[src/rtl/instr_sequencer.sv]
// instr_sequencer: in-order instruction fetch/issue front end.
// Fetches from ins_addr and issues one instruction per cycle to decode.
// A write-back scoreboard stalls any instruction whose source register
// is still in flight. JMP is resolved here; JMF is issued and the
// sequencer then waits for EX to resolve it.
//
// state   | meaning
// --------+-----------------------------------------------------------
// RUN     | fetch, hazard check, issue or stall each non-hold cycle
// WAIT_BR | JMF issued, PC parked on the JMF, waiting for br_valid
// HALT    | HALT fetched; nothing issues until reset
module instr_sequencer #(
    parameter int AW     = 8,
    parameter int WB_LAT = 3
) (
    input  logic          clk,
    input  logic          rst_n,
    output logic [AW-1:0] ins_addr,
    input  logic [31:0]   ins_di,
    input  logic          hold,
    input  logic          br_valid,
    input  logic          br_taken,
    output logic          iss_valid,
    output logic [7:0]    iss_op,
    output logic [7:0]    iss_a,
    output logic [7:0]    iss_b,
    output logic [7:0]    iss_c,
    output logic          halted
);

    localparam logic [7:0] OP_NOP   = 8'h00;
    localparam logic [7:0] OP_ADD   = 8'h01;
    localparam logic [7:0] OP_MUL   = 8'h02;
    localparam logic [7:0] OP_SOU   = 8'h03;
    localparam logic [7:0] OP_DIV   = 8'h04;
    localparam logic [7:0] OP_COP   = 8'h05;
    localparam logic [7:0] OP_AFC   = 8'h06;
    localparam logic [7:0] OP_LOAD  = 8'h07;
    localparam logic [7:0] OP_STORE = 8'h08;
    localparam logic [7:0] OP_JMP   = 8'h0E;
    localparam logic [7:0] OP_JMF   = 8'h0F;
    localparam logic [7:0] OP_HALT  = 8'hFF;

    typedef enum logic [1:0] {
        RUN     = 2'd0,
        WAIT_BR = 2'd1,
        HALT    = 2'd2
    } state_t;

    state_t        state;
    logic [AW-1:0] tgt_q;
    logic          br_pend;
    logic          br_pend_taken;
    logic          iss_valid_q;

    logic [WB_LAT-1:0] sb_valid;
    logic [3:0]        sb_dest [WB_LAT];

    logic [7:0]    op;
    logic [7:0]    fa;
    logic [7:0]    fb;
    logic [7:0]    fc;
    logic          is_writer;
    logic          rd_b;
    logic          rd_c;
    logic          op_known;
    logic          hazard;
    logic          issue_now;
    logic          head_valid;
    logic          br_fire;
    logic          br_dir;
    logic [AW-1:0] pc_inc;
    logic [AW-1:0] jmp_tgt;

    assign op      = ins_di[31:24];
    assign fa      = ins_di[23:16];
    assign fb      = ins_di[15:8];
    assign fc      = ins_di[7:0];
    assign pc_inc  = ins_addr + AW'(1);
    assign jmp_tgt = AW'(fa);

    // Classify the fetched opcode: does it write A, and which fields does it read
    always_comb begin
        is_writer = 1'b0;
        rd_b      = 1'b0;
        rd_c      = 1'b0;
        op_known  = 1'b1;
        case (op)
            OP_ADD, OP_MUL, OP_SOU, OP_DIV: begin
                is_writer = 1'b1;
                rd_b      = 1'b1;
                rd_c      = 1'b1;
            end
            OP_COP: begin
                is_writer = 1'b1;
                rd_b      = 1'b1;
            end
            OP_AFC, OP_LOAD: is_writer = 1'b1;
            OP_STORE, OP_JMF: rd_b = 1'b1;
            OP_NOP, OP_JMP, OP_HALT: ;
            default: op_known = 1'b0;
        endcase
    end

    // Compare sources against in-flight destinations; the tail entry writes
    // back on this same edge, so it no longer blocks the reader
    always_comb begin
        hazard = 1'b0;
        for (int i = 0; i < WB_LAT - 1; i++) begin
            if (sb_valid[i] &&
                ((rd_b && (sb_dest[i] == fb[3:0])) ||
                 (rd_c && (sb_dest[i] == fc[3:0]))))
                hazard = 1'b1;
        end
    end

    assign issue_now  = (state == RUN) && !hazard && (op != OP_JMP) && (op != OP_HALT);
    assign head_valid = issue_now && is_writer;
    assign br_fire    = br_valid || br_pend;
    assign br_dir     = br_valid ? br_taken : br_pend_taken;
    assign iss_valid  = iss_valid_q && !hold;

    // Scoreboard shift: one slot per non-hold cycle, bubbles enter as invalid
    always_ff @(posedge clk or negedge rst_n) begin
        if (!rst_n) begin
            sb_valid <= '0;
            for (int i = 0; i < WB_LAT; i++) sb_dest[i] <= '0;
        end else if (!hold) begin
            sb_valid[0] <= head_valid;
            sb_dest[0]  <= fa[3:0];
            for (int i = 1; i < WB_LAT; i++) begin
                sb_valid[i] <= sb_valid[i-1];
                sb_dest[i]  <= sb_dest[i-1];
            end
        end
    end

    // Fetch/issue FSM: PC, branch tracking, issue registers and halt flag
    always_ff @(posedge clk or negedge rst_n) begin
        if (!rst_n) begin
            state         <= RUN;
            ins_addr      <= '0;
            tgt_q         <= '0;
            br_pend       <= 1'b0;
            br_pend_taken <= 1'b0;
            iss_valid_q   <= 1'b0;
            iss_op        <= '0;
            iss_a         <= '0;
            iss_b         <= '0;
            iss_c         <= '0;
            halted        <= 1'b0;
        end else if (hold) begin
            // Everything is frozen, but a resolution arriving now must not be lost
            if ((state == WAIT_BR) && br_valid) begin
                br_pend       <= 1'b1;
                br_pend_taken <= br_taken;
            end
        end else begin
            iss_valid_q <= 1'b0;
            case (state)
                RUN: begin
                    if (issue_now) begin
                        iss_valid_q <= 1'b1;
                        iss_op      <= op_known ? op : OP_NOP;
                        iss_a       <= fa;
                        iss_b       <= fb;
                        iss_c       <= fc;
                    end
                    if (!hazard) begin
                        case (op)
                            OP_JMP: ins_addr <= jmp_tgt;
                            OP_JMF: begin
                                tgt_q <= jmp_tgt;
                                state <= WAIT_BR;
                            end
                            OP_HALT: begin
                                state  <= HALT;
                                halted <= 1'b1;
                            end
                            default: ins_addr <= pc_inc;
                        endcase
                    end
                end
                WAIT_BR: begin
                    if (br_fire) begin
                        ins_addr <= br_dir ? tgt_q : pc_inc;
                        state    <= RUN;
                        br_pend  <= 1'b0;
                    end
                end
                default: ;
            endcase
        end
    end

endmodule

[config.mk]
export PLATFORM = sky130hd
export DESIGN_NAME = instr_sequencer
export DESIGN_NICKNAME = d
export VERILOG_FILES = /design/src/rtl/instr_sequencer.sv
export SDC_FILE = /design/constraint.sdc
export NUM_CORES = 1
export LEC_CHECK = 0
export CAP_MARGIN = 40
export CORE_AREA = 2 2 79 100
export DETAILED_ROUTE_END_ITERATION = 6
export DIE_AREA = 0 0 81 102
export GPL_TIMING_DRIVEN = 0
export HOLD_SLACK_MARGIN = 0.05
export PLACE_DENSITY = 0.76
export SLEW_MARGIN = 40
export SYNTH_ARGS = -nofsm -noshare
export SYNTH_HDL_FRONTEND = slang
export SYNTH_SLANG_ARGS = --single-unit
[constraint.sdc]
create_clock -name clk -period 3.81 [get_ports clk]
set_input_delay 0.762 -clock clk [delete_from_list [all_inputs] [get_ports clk]]
set_output_delay 0.762 -clock clk [all_outputs]
set_load 0.05 [all_outputs]
==> results of run 1 <==
area by class of cell:
| cell class | instances | area (µm²) | area share [%] |
|---|---|---|---|
| Multi-Input combinational cell | 232 | 1760 | 38.5 |
| Sequential cell | 64 | 1600 | 35.0 |
| Timing Repair Buffer | 76 | 768 | 16.8 |
| Buffer | 18 | 104 | 2.27 |
| Clock inverter | 7 | 77.6 | 1.70 |
| Tap cell | 92 | 115 | 2.52 |
| Clock buffer | 9 | 124 | 2.71 |
| Inverter | 5 | 18.8 | 0.411 |
layout by cell type (no fill, tap or decap), types with 4 or more instances in the layout:
master and instances:
sky130_fd_sc_hd__nand3_1 10, sky130_fd_sc_hd__mux2_1 27, sky130_fd_sc_hd__o21a_1 6, sky130_fd_sc_hd__mux2i_1 8, sky130_fd_sc_hd__nand4_1 7, sky130_fd_sc_hd__nand2_1 28, sky130_fd_sc_hd__clkdlybuf4s50_1 74, sky130_fd_sc_hd__and3_1 4
sky130_fd_sc_hd__nor2_1 8, sky130_fd_sc_hd__xnor2_1 17, sky130_fd_sc_hd__buf_6 4, sky130_fd_sc_hd__mux2_4 8, sky130_fd_sc_hd__buf_2 5, sky130_fd_sc_hd__mux2_2 11, sky130_fd_sc_hd__and2_1 9, sky130_fd_sc_hd__clkbuf_8 9
sky130_fd_sc_hd__inv_1 5, sky130_fd_sc_hd__o21ai_0 7, sky130_fd_sc_hd__clkbuf_1 9, sky130_fd_sc_hd__a21oi_1 18, sky130_fd_sc_hd__o31ai_1 6, sky130_fd_sc_hd__dfrtp_1 64, sky130_fd_sc_hd__or4_1 4, sky130_fd_sc_hd__nor2b_1 5
power by group through the flow:
stage	Combinational, mW	Sequential [mW]	Clock, mW
after floorplan	0.0726	0.790	0
after global placement	0.227	0.739	0
after detailed placement	0.234	0.741	0
after CTS	0.235	0.728	0.613
after global routing	0.250	0.731	0.643
final	0.234	0.728	0.600
worst max-delay path, stage by stage:
cell                              delay, ns
sky130_fd_sc_hd__clkdlybuf4s50_1       0.58
sky130_fd_sc_hd__clkbuf_1              0.36
sky130_fd_sc_hd__nand4_1               0.27
sky130_fd_sc_hd__a21oi_1               0.70
sky130_fd_sc_hd__or2_1                 0.19
sky130_fd_sc_hd__clkbuf_1              0.32
sky130_fd_sc_hd__nor3b_1               0.09
sky130_fd_sc_hd__a311o_1               0.33
final timing paths:
path | start | to | cells past startpoint
worst max-delay path | ins_di[24] | ins_addr[1] | 8
worst min-delay path | rst_n | iss_op[7] | 1
worst max register to register | sb_dest[8] | tgt_q[2] | 8
worst min register to register | halted | halted | 2
max in group asynchronous | rst_n | tgt_q[2] | 2
min in group clk | halted | halted | 2
cells by family after synthesis:
| group | Yosys count | synth area share [%] |
|---|---|---|
| simple gates | 94 | 14.7 |
| compound gates | 63 | 12.2 |
| mux | 55 | 18.4 |
| fa+ha+maj | 1 | 0.360 |
| flops | 64 | 46.1 |
| buf+inv | 23 | 3.53 |
| xor+xnor | 19 | 4.79 |
flip-flops by register name, indices dropped and copies added (netlist names):
signal	flops
iss_op	8
ins_addr	8
sb_valid	2
br_pend	1
iss_c	8
br_pend_taken	1
tgt_q	8
state	2
sb_dest	8
iss_a	8
iss_valid_q	1
halted	1
iss_b	8
stage by stage:
step / util [%] / std cells / power [mW] / cell area, µm²
6_report: 62.9 / 503 / 1.56 / 4570
5_1_grt: 62.9 / 503 / 1.62 / 4570
4_1_cts: 62.7 / 503 / 1.58 / 4560
3_5_place_dp: 60.0 / 487 / 0.974 / 4360
3_3_place_gp: 59.7 / 486 / 0.965 / 4340
2_1_floorplan: - / 319 / 0.863 / 3480
metal layers:
metal | global-route usage, % | share of wire, % | up-vias
li1 | - | - | 1352
met1 | 27.2 | 40 | 1412
met2 | 39.1 | 52 | 102
met3 | 5.83 | 6.4 | 16
met4 | 7.82 | 1.4 | 0
met5 | 0 | 0 | -
==> results.txt, run 1 <==
----------------------------------------------------
[Drt]
  Detailed-route DRC error count ... 0
  Post-DR vias/cell ... around 5.7
  ANT nets after route ... 0
  Average wire length per cell after detail routing ... around 17 µm
  First-pass iteration count of the detailed router ... 4
  Initial DRC Count ... approximately 230
  Final wirelength ... around 8.6 mm
  Via count of the routed design ... just under 3k

[Placement]
  Placed wire-length estimate ... between 6 and 7 mm
  Final GP Congestion ... around 0.86
  Number of port buffers ... 75
  Placement Setup Slack ... slightly above 0.04 ns

[Synth]
  Synth Instances ... between 300 and 400
  Area contributors post-synth ... sky130_fd_sc_hd__dfrtp_1, sky130_fd_sc_hd__mux2_1, sky130_fd_sc_hd__xnor2_1
  Post-synthesis register bit count ... 64
  Net count after synthesis ... about 360
  Yosys warnings ... 0
  Avg Synthesized Cell Area ... roughly 11 µm²
  Async set or reset register ratio after synthesis ... 100%
  Biggest area consumer among synthesized cells ... sky130_fd_sc_hd__dfrtp_1
  Most instantiated cells after synthesis ... sky130_fd_sc_hd__dfrtp_1, sky130_fd_sc_hd__nand2_1, sky130_fd_sc_hd__mux2_1
  Number of enable-type register cells in the synthesized netlist ... 0
  Top flip-flop cell by instance count after synthesis ... sky130_fd_sc_hd__dfrtp_1
  Most frequent cell after synthesis ... sky130_fd_sc_hd__dfrtp_1
  Top-area cell type share of the netlist area ... a little under half
  Netlist area before placement ... 3480 µm²
  Sequential cell area fraction in the yosys report ... 46.1%
  Number of distinct library cells after synthesis ... 49

[Timing]
  Final-report max-slew violation count ... 0
  Post-route setup TNS ... 0 ns
  Setup repair after global routing missed its margin ... false
  Post-route worst setup slack ... about 0.42 ns
  Worst slew margin relative to its limit ... a little under half
  Final Hold Violating Endpoints ... 0
  Final period demand of the worst path ... 3.39 ns
  Max Clock Freq ... just under 300 MHz
  Final critical-path share of the clock period ... between 80% and 90%
  Worst hold margin ... between 0.3 and 0.4 ns
  Setup skew after layout ... between 0.01 and 0.015 ns
  Transition time at the pin with the least slew margin ... 0.815 ns
  Final count of negative-setup-slack endpoints ... 0

[Pwr]
  Switching Power ... ~0.44 mW
  Net switching fraction of the power ... 28.4%
  Clock power share ... a little under two fifths
  Power per unit of standard cell area ... between 300 and 400 nW/µm²
  Combinational fraction of design power ... about 15%
  Reg power frac ... roughly 47%
  Peak supply drop ... 282 µV
  Internal power summed over all cells ... 1.12 mW
  Cell leakage power ... between 1.5 and 2 nW

[Clock network]
  Clock transition at the register clock pins on the worst setup and hold paths after CTS ... ~0.080 ns
  Post-CTS sizing ... 0
  Total of hold buffers inserted after clock tree synthesis ... 0
  Clock tree from TritonCTS ... done
  Buffers inserted by post-CTS timing repair ... 0
  Root Buffer Master ... sky130_fd_sc_hd__clkbuf_8
  Clock latency of the later-clocked register in the worst-skew pair ... approximately 0.35 ns
  Number of sinks handled by clock tree synthesis ... 64
  CTS Buf Count ... 9
  Max clock buf depth ... 2
  Number of H-tree branching levels ... 3

[Worst setup path]
  Category of the critical setup timing path ... input port to flop
  Startpoint type of the worst setup path ... input port
  Crit path capture type ... flop
  Worst Path Arrival ... 3.61 ns
  R2R Setup Slk ... 1.55 ns
  CP max FO ... 10
  Crit path required time ... between 4 and 5 ns

[Finish]
  Ratio of cells with drive above 1 in the final layout ... between 10% and 20%
  Count of antenna diodes in the layout ... 0
  Number of nets in the layout ... 444
  Count of filler cells inserted in the layout ... around 620
  Area Growth Syn to Fin ... 31.5%

[Run status]
  Status ... finished, final reports clean

[Die]
  CORE AREA ... around 7300 µm²
  Initial core utilization ... 47.8%
  Core Rows ... 35
  Top-level I/O count ... 79
  Die span in x ... ~80 µm
  Die area ... between 8000 and 9000 µm²
  Vertical extent of the die ... ~100 µm

[Min path]
  Hold crit path type ... input port to asynchronous set/reset pin

[Global route]
  Overall track demand over capacity in global routing ... between 20% and 30%
  Initial antenna violation count ... 0
  Largest net degree at the start of global routing ... 42
  Wire length of the first global-routing pass ... 14.2 mm
  Sum of overflow across all layers after global routing ... 0
  Number of global-route vias before repair ... 2,884

[Run]
  Max-cap violations ... 0

----------------------------------------------------
Note: power is estimated with default switching activity, not from simulation.
==> run 2, diff against run 1 <==
SKIP_LAST_GASP = 1   (was not set)
==> results of run 2 <==
The final DEF is identical to that of run 1; final timing and power are the same.
==> run 3, diff against run 2 <==
clock period = 3.3 ns   (was 3.81 ns; I/O delays follow)
==> results.txt, run 3 (synthesis results as in run 1) <==
----------------------------------------------------
[Run status]
  Status ... finished, final reports clean

[Timing]
  Final period demand of the worst path ... approximately 3 ns
  Setup repair after global routing missed its margin ... false
  Worst hold margin ... 0.202 ns (-0.103 ns)
  Final Hold Violating Endpoints ... 0 (unchanged)
  Final-report max-slew violation count ... 0 (unchanged)
  Max Clock Freq ... roughly 330 MHz
  Final critical-path share of the clock period ... between 90% and 100%
  Transition time at the pin with the least slew margin ... 0.710 ns (-0.105 ns)
  Setup skew after layout ... 0.00947 ns (-0.000573 ns)
  Final count of negative-setup-slack endpoints ... 0 (unchanged)
  Worst slew margin relative to its limit ... 52.3% (+6.6 points)

[Clock network]
  Clock transition at the register clock pins on the worst setup and hold paths after CTS ... 0.08 ns (about the same)
  Clock tree from TritonCTS ... done
  Buffers inserted by post-CTS timing repair ... 0 (unchanged)
  Number of H-tree branching levels ... 3 (unchanged)
  Root Buffer Master ... sky130_fd_sc_hd__clkbuf_8
  Number of sinks handled by clock tree synthesis ... 64 (unchanged)
  Max clock buf depth ... 2 (unchanged)
  Total of hold buffers inserted after clock tree synthesis ... 0 (unchanged)
  CTS Buf Count ... 9 (unchanged)
  Clock latency of the later-clocked register in the worst-skew pair ... 0.35 ns (about the same)

[Finish]
  Number of nets in the layout ... 444 (unchanged)
  Area Growth Syn to Fin ... 31.6% (about the same)
  Most used cells in the layout excluding fill and tap cells ... sky130_fd_sc_hd__clkdlybuf4s50_1, sky130_fd_sc_hd__dfrtp_1, sky130_fd_sc_hd__nand2_1
  Ratio of cells with drive above 1 in the final layout ... 12.4% (+0.24 points)
  Final core area utilization ... 62.9% (about the same)
  Count of antenna diodes in the layout ... 0 (unchanged)
  Leading cell type in the layout, fill and taps excluded ... sky130_fd_sc_hd__clkdlybuf4s50_1

[Global route]
  Met3 Use GR ... 5.83% (unchanged)
  Met2 Track Usage GR ... 39.2% (+0.13 points)
  Number of global-route vias before repair ... 2,888 (+0.14%)
  Sum of overflow across all layers after global routing ... 0 (unchanged)
  Met1 Use GR ... 27.4% (+0.17 points)
  Initial antenna violation count ... 0 (unchanged)
  Largest net degree at the start of global routing ... 42 (unchanged)
  Wire length of the first global-routing pass ... 14.3 mm (+0.39%)
  Overall track demand over capacity in global routing ... 22.7% (+0.093 points)
  GRT busiest layer ... met2

[Worst setup path]
  CP max FO ... 10 (unchanged)
  Worst Path Arrival ... 3.30 ns (-0.31 ns)
  Most Frequent Cell on Critical Path ... sky130_fd_sc_hd__buf_2
  R2R Path End ... tgt_q[2]
  Startpoint type of the worst setup path ... input port
  Critical register-to-register path startpoint ... sb_dest[8]
  R2R Setup Slk ... 1.03 ns (-0.52 ns)
  Crit path cell chain ... clkdlybuf4s50_1 -> nor4_2 -> nand4b_1 -> o21ai_1 -> a22o_1 -> or3_1 -> buf_2 -> buf_2 -> mux2_1
  Reg2reg path depth ... 8 (unchanged)
  Crit path capture type ... flop
  Category of the critical setup timing path ... input port to flop
  CP peak stage delay ... 0.55 ns (-0.15 ns)
  Slowest library cell on the worst path ... sky130_fd_sc_hd__nor4_2
  Crit path required time ... 3.53 ns (-0.50 ns)
  Crit-path leading delay family ... buffers and inverters
  Total buffers and inverters traversed by the critical path ... 3 (unchanged)

[Placement]
  Placed wire-length estimate ... 6.32 mm (unchanged)
  Number of port buffers ... 75 (unchanged)
  Final GP Congestion ... 0.865 (unchanged)

[Drt]
  First-pass iteration count of the detailed router ... 5 (+1)
  Initial DRC Count ... 258 (+14%)
  ANT nets after route ... 0 (unchanged)
  Final wirelength ... 8.60 mm (about the same)
  Post-DR vias/cell ... 5.78 (+0.90%)
  Average wire length per cell after detail routing ... 17.1 µm (about the same)
  Via count of the routed design ... 2,908 (+0.90%)
  Detailed-route DRC error count ... 0 (unchanged)

[Pwr]
  Cell leakage power ... 1.98 nW (about the same)
  Peak supply drop ... 325 µV (+15%)
  Power per unit of standard cell area ... 394 nW/µm² (+15%)

[Die]
  Die span in x ... 81 µm (unchanged)
  Core Rows ... 35 (unchanged)
  Vertical extent of the die ... 102 µm (unchanged)
  Initial core utilization ... 47.8% (unchanged)
  Top-level I/O count ... 79 (unchanged)
  CORE AREA ... 7270 µm² (unchanged)
  Die area ... 8260 µm² (unchanged)

[Run]
  Max-cap violations ... 0 (unchanged)

[Min path]
  Hold crit path type ... input port to asynchronous set/reset pin

----------------------------------------------------
-- run 3: cell counts in the layout (fill, tap and decap cells not counted) --
No cell type changed its count.
-- run 3: through the flow --
stage / worst slack [ns] / power, mW / TNS [ns] / area [µm²] / std cells
after floorplan: 0.544 / 0.996 / 0 / 3480 / 319
after global placement: -0.517 / 1.11 / -42.87 / 4340 / 486
after detailed placement: -0.367 / 1.12 / -11.15 / 4360 / 487
after CTS: 0.102 / 1.82 / 0 / 4570 / 503
after global routing: 0.0621 / 1.88 / 0 / 4570 / 503
final: 0.231 / 1.80 / 0 / 4570 / 503
-- run 3: worst reg2reg max path, cell delays in order, from the launching register on --
cell	delay [ns]
sky130_fd_sc_hd__dfrtp_1	0.44
sky130_fd_sc_hd__xnor2_1	0.16
sky130_fd_sc_hd__nand4_1	0.08
sky130_fd_sc_hd__o21ai_1	0.07
sky130_fd_sc_hd__a22o_1	0.23
sky130_fd_sc_hd__buf_6	0.16
sky130_fd_sc_hd__or4_4	0.53
sky130_fd_sc_hd__buf_6	0.17
sky130_fd_sc_hd__mux2_4	0.30
-- run 3: worst max-delay path by stage --
stage | from | end | slack [ns] | cells past startpoint
after floorplan | ins_di[25] | tgt_q[0] | 0.54 | 9
after global placement | rst_n | halted | -0.52 | 1
after detailed placement | ins_di[28] | iss_a[0] | -0.37 | 9
after CTS | ins_di[24] | ins_addr[1] | 0.10 | 8
after global routing | ins_di[24] | ins_addr[1] | 0.06 | 8
final | ins_di[28] | iss_a[0] | 0.23 | 9
-- run 3: power by group --
| part | total (mW) | leakage [nW] | switching (mW) | internal (mW) |
|---|---|---|---|---|
| combinational | 0.270 | 1.04 | 0.149 | 0.121 |
| sequential | 0.840 | 0.835 | 0.0268 | 0.813 |
| clock | 0.692 | 0.101 | 0.336 | 0.356 |
| total | 1.80 | 1.98 | 0.511 | 1.29 |
-- run 3: cell type report --
| type | count | area, µm² |
|---|---|---|
| inverter | 5 | 18.8 |
| clock buffer | 9 | 124 |
| clock inverter | 7 | 77.6 |
| fill | 618 | 2700 |
| tap | 92 | 115 |
| buffer | 18 | 104 |
| sequential | 64 | 1600 |
| timing repair buffer | 76 | 768 |
| multi-input combinational | 232 | 1770 |
-- run 3: timing repair --
item                                    in CTS  in global routing
endpoints found under the hold margin        0                  0
gates cloned                                 0                  0
endpoints found under the setup margin       6                  8
resized for setup                            1                  1
-- run 3: routing by layer --
| layer | vias up | wire length [µm] |
|---|---|---|
| met1 | 1420 | 3410 |
| li1 | 1349 | - |
| met4 | 0 | 140 |
| met2 | 120 | 4440 |
| met5 | - | 0 |
| met3 | 19 | 606 |
